## src/rtl/even_odd_pkg.sv

```systemverilog
// Shared defaults for the even/odd classifier.
// Holds operand and counter widths used by even_odd_code.
package even_odd_pkg;

  localparam int DATA_W_DEF = 8;
  localparam int CNT_W_DEF  = 16;

endpackage

```

## src/rtl/even_odd_code_sat_counter.sv

```systemverilog
// Saturating up-counter with synchronous clear.
// Ports: clk, rst_n, inc, clr (clr wins over inc), cnt.
module sat_counter #(
  parameter int CNT_W = 16
) (
  input  logic             clk,
  input  logic             rst_n,
  input  logic             inc,
  input  logic             clr,
  output logic [CNT_W-1:0] cnt
);

  logic full;

  assign full = &cnt;

  always_ff @(posedge clk or negedge rst_n) begin
    if (!rst_n) begin
      cnt <= '0;
    end else if (clr) begin
      cnt <= '0;
    end else if (inc && !full) begin
      cnt <= cnt + CNT_W'(1);
    end
  end

endmodule

```

## src/rtl/even_odd_code.sv

```systemverilog
// Registered even/odd classifier with per-class saturating counters.
// Ports: clk, rst_n, num, num_valid, clr -> even, odd, out_valid, even_cnt, odd_cnt.
module even_odd_code
  import even_odd_pkg::*;
#(
  parameter int DATA_W = DATA_W_DEF,
  parameter int CNT_W  = CNT_W_DEF
) (
  input  logic              clk,
  input  logic              rst_n,
  input  logic [DATA_W-1:0] num,
  input  logic              num_valid,
  input  logic              clr,
  output logic              even,
  output logic              odd,
  output logic              out_valid,
  output logic [CNT_W-1:0]  even_cnt,
  output logic [CNT_W-1:0]  odd_cnt
);

  logic lsb;
  logic even_inc;
  logic odd_inc;
  logic unused_num;

  // Only the LSB decides parity; upper bits are deliberately ignored.
  assign lsb        = num[0];
  assign unused_num = ^num;

  assign even_inc = num_valid & ~lsb;
  assign odd_inc  = num_valid &  lsb;

  always_ff @(posedge clk or negedge rst_n) begin
    if (!rst_n) begin
      even      <= 1'b0;
      odd       <= 1'b0;
      out_valid <= 1'b0;
    end else begin
      out_valid <= num_valid;
      if (num_valid) begin
        even <= ~lsb;
        odd  <=  lsb;
      end
    end
  end

  sat_counter #(
    .CNT_W (CNT_W)
  ) u_even_cnt (
    .clk   (clk),
    .rst_n (rst_n),
    .inc   (even_inc),
    .clr   (clr),
    .cnt   (even_cnt)
  );

  sat_counter #(
    .CNT_W (CNT_W)
  ) u_odd_cnt (
    .clk   (clk),
    .rst_n (rst_n),
    .inc   (odd_inc),
    .clr   (clr),
    .cnt   (odd_cnt)
  );

endmodule

```

## config.mk

```make
export PLATFORM = sky130hd
export DESIGN_NAME = even_odd_code
export DESIGN_NICKNAME = d
export VERILOG_FILES = /design/src/rtl/even_odd_pkg.sv /design/src/rtl/even_odd_code_sat_counter.sv /design/src/rtl/even_odd_code.sv
export SDC_FILE = /design/constraint.sdc
export NUM_CORES = 1
export LEC_CHECK = 0
export ABC_AREA = 1
export BUFFER_PORTS_ARGS = -buffer_cell sky130_fd_sc_hd__buf_2
export CORE_ASPECT_RATIO = 1.4
export CORE_UTILIZATION = 50
export DETAILED_ROUTE_END_ITERATION = 12
export PLACE_DENSITY = 0.74
export REMOVE_ABC_BUFFERS = 1
export SYNTH_ARGS = -nofsm -noshare
export SYNTH_HDL_FRONTEND = slang
export SYNTH_HIERARCHICAL = 1
export SYNTH_SLANG_ARGS = --single-unit
```

## constraint.sdc

```tcl
create_clock -name clk -period 1.8 [get_ports clk]
set_clock_uncertainty 0.1 [all_clocks]
set_input_delay 0.54 -clock clk [delete_from_list [all_inputs] [get_ports clk]]
set_output_delay 0.54 -clock clk [all_outputs]
set_load 0.02 [all_outputs]
```

==> impl_metrics.py <==
metrics = {
    "place": {
        "port_buffers": 39,
        "dpl.hpwl_mm": 3.65,
        "gpl.final_weighted_congestion": 0.887,
        "dp_cells": 394,
    },
    "synthesis": {
        "synth.mux.area_fraction": 0,
        "synthesis.yosys.warnings": 6,
        "post_synth_instance_area_sq_mm": 0.00213,
        "synth_xor_xnor_area_share": 0.0247,
        "synth-compound-area-share": 0.0529,
        "synth_top_family_by_area": "simple AND/OR/NAND/NOR gates",
        "synth_sequential_area_ratio": 0.412,
        "synthesized_netlist_cell_count": 305,
        "synth_fa_ha_area_frac": 0.0118,
        "share_of_flip_flops_with_an_asynchronous_set_or_reset_after_synthesis": 1.00,
        "post_synth.cell_area_avg_sq_um": 6.97,
        "synth_enable_flop_cells": 0,
        "post_synth_main_area_contributors": "dfrtp_1, nand2_1, nor2_1",
        "synth_top_cell_area_share": 0.412,
        "post-synth-top-area-cell": "dfrtp_1",
        "post_synth_most_frequent_cells": "nand2_1, nor2_1, dfrtp_1",
        "ys_dominant_reg_cell": "dfrtp_1",
        "synth_cell_type_count": 22,
        "synth_simple_gate_area_frac": 0.432,
        "leading_cell_type_by_number_of_instances_after_synthesis": "nand2_1",
        "ys_ff_latch": 35,
    },
    "setup_path": {
        "criticalPathCategory": "reg2reg",
        "critical_path_required_ns": 1.87,
        "cp_max_fo": 6,
        "crit_slowest_cell": "dfrtp_1",
        "slowest_cell_delay_on_critical_path_ns": 0.40,
        "cp_cell_instances": "ha_1, nand2_1, nor2_4, nand2_2, nor2_1, nand2_2, a21oi_1, nor2_1",
        "worstPathArrival_ns": 1.74,
        "critPathCaptureType": "flop",
        "timing.critical_path.max_delay_family": "simple AND/OR/NAND/NOR gates",
        "worstPathBufferInverterCount": 0,
        "cp-start-kind": "flop",
    },
    "clock_tree": {
        "cts.sinks": 35,
        "htree_levels": 2,
        "cts_resized": 0,
        "cts-buffers-inserted": 5,
        "cts_root_buffer": "clkbuf_8",
        "cts.clk_slew.worst_paths_ns": 0.07,
        "clock_path_buffers": 2,
        "cts_tree": "yes",
        "number_of_setup_buffers_added_after_cts": 0,
        "worstSkewPairLatency_ns": 0.28,
        "hold_buffers": 0,
    },
    "timing": {
        "relSlewSlack": 0.729,
        "period_needed_ns": 1.67,
        "min_period_over_period": 0.928,
        "worst-slew-pin-transition_ns": 0.407,
        "fin_hold_ws_ns": 0.0801,
        "fin_setup_tns_ns": 0,
        "max_freq_mhz": 599,
        "setup-violations-final": 0,
        "final_report_hold_violation_count": 0,
        "timing.final.max_slew_violations": 0,
    },
    "cells_and_area": {
        "final_cells": 402,
        "areaGrowthSynthToFinish_pct": 19.6,
        "post_route_cells_drive_above_1_share": 0.212,
        "num_antenna_cells": 0,
        "finalCoreUtilization": 0.633,
        "nets": 372,
        "final.fill_count": 362,
    },
    "die": {
        "dieArea_sq_mm": 0.00452,
        "core_area_sq_mm": 0.00402,
        "io-pin-count": 47,
        "die_w_um": 57.1,
        "start_util": 0.529,
        "die_height_um": 79.2,
        "placement_rows": 27,
    },
    "pwr": {
        "irDropWorstVdd_mv": 0.429,
        "power-per-cell-area_mw_per_mm2": 612,
        "power.static_leakage_uw": 0.00129,
    },
    "global_route": {
        "global_route.overflow_total": 0,
        "grt_pass1_wl_mm": 8.69,
        "grt_start_max_net_pins": 20,
        "track_usage": 0.241,
        "grt_antenna_before_repair": 0,
        "first_global_vias": 2054,
    },
    "drt": {
        "post-route-drc-count": 8,
        "drt-total-wl_mm": 4.94,
        "detail_route.vias_per_cell": 5.23,
        "postRouteAntennaNets": 0,
        "via_count": 2103,
        "drtPass1Iterations": 9,
        "initialDrtViolationCount": 112,
        "drt-wirelength-per-cell_um": 12.3,
    },
    "run_status": {
        "failed_checks": "DRC",
        "outcome": "finished with violations",
    },
    "min_path": {
        "min_path_type": "in2async",
    },
    "job": {
        "timing.max_cap.violations": 0,
    },
}
-- cell type report --
cell class,instances,area [sq um],area share
flip-flops and latches,35,876,0.344
well taps,43,53.8,0.0212
clock buffers,8,100,0.0394
multi-input cells,236,1110,0.437
repair buffers,50,290,0.114
inverters,30,113,0.0443
-- cells by family (layout without fill, tap and decap cells) --
| logic type | Yosys count | in the layout |
|---|---|---|
| AO/OA/AOI/OAI | 20 | 20 |
| flip-flops | 35 | 35 |
| adder cells (fa/ha/maj) | 2 | 2 |
| buffers and inverters | 34 | 88 |
| AND/OR/NAND/NOR | 208 | 208 |
| XOR/XNOR | 6 | 6 |
-- power by group --
| group | internal [uW] | switching [uW] | total (uW) |
|---|---|---|---|
| clock network | 349 | 274 | 624 |
| registers | 796 | 6.81 | 803 |
| logic | 40.0 | 89.1 | 129 |
| total | 1190 | 370 | 1560 |
-- worst paths after layout --
path,startpoint,endpoint,slack [ns],depth (start not counted)
max in group asynchronous,rst_n,u_odd_cnt/cnt[5],1.08,2
worst min-delay path,rst_n,u_even_cnt/cnt[13],0.08,1
min in group clk,num_valid,out_valid,0.31,1
worst max-delay path,u_even_cnt/cnt[1],u_even_cnt/cnt[11],0.13,8
worst min register to register,odd,odd,0.37,2
worst max register to register,u_even_cnt/cnt[1],u_even_cnt/cnt[11],0.13,8
-- per-stage QoR --
step	instance area (sq um)	worst slack (ns)	power, uW
finish	2540	0.129	1560
global route	2540	-0.00865	1620
CTS	2540	0.150	1580
detailed placement	2440	0.0336	949
global placement	2440	0.0771	946
floorplan	2100	0.152	878
-- registers in the layout, summed over array words and instances, names as in the netlist --
name	count
u_even_cnt/cnt	16
u_odd_cnt/cnt	16
odd	1
even	1
out_valid	1
-- layout by cell type (no fill, tap or decap) --
cell type and n:
nand3_1 26, buf_2 39, xnor2_1 6, buf_12 1, inv_2 4, a21oi_1 10, nor2_2 2, nand2_1 109
buf_4 10, dfrtp_1 35, inv_1 24, nand4_1 10, o21ai_0 4, o21ai_2 2, nor3_1 4, nor2_1 42
ha_1 2, clkinv_1 2, clkbuf_1 1, o21ai_1 2, nor2_4 6, nand2_2 5, nand3b_1 4, clkbuf_8 7
o21bai_1 2
-- per-layer routing --
metal | GRT usage | wire length, um
met1 | 0.278 | 2130
met2 | 0.451 | 2570
met3 | 0.0375 | 173
met4 | 0.0732 | 64
met5 | 0 | 0
(Power assumes the default switching activity.)
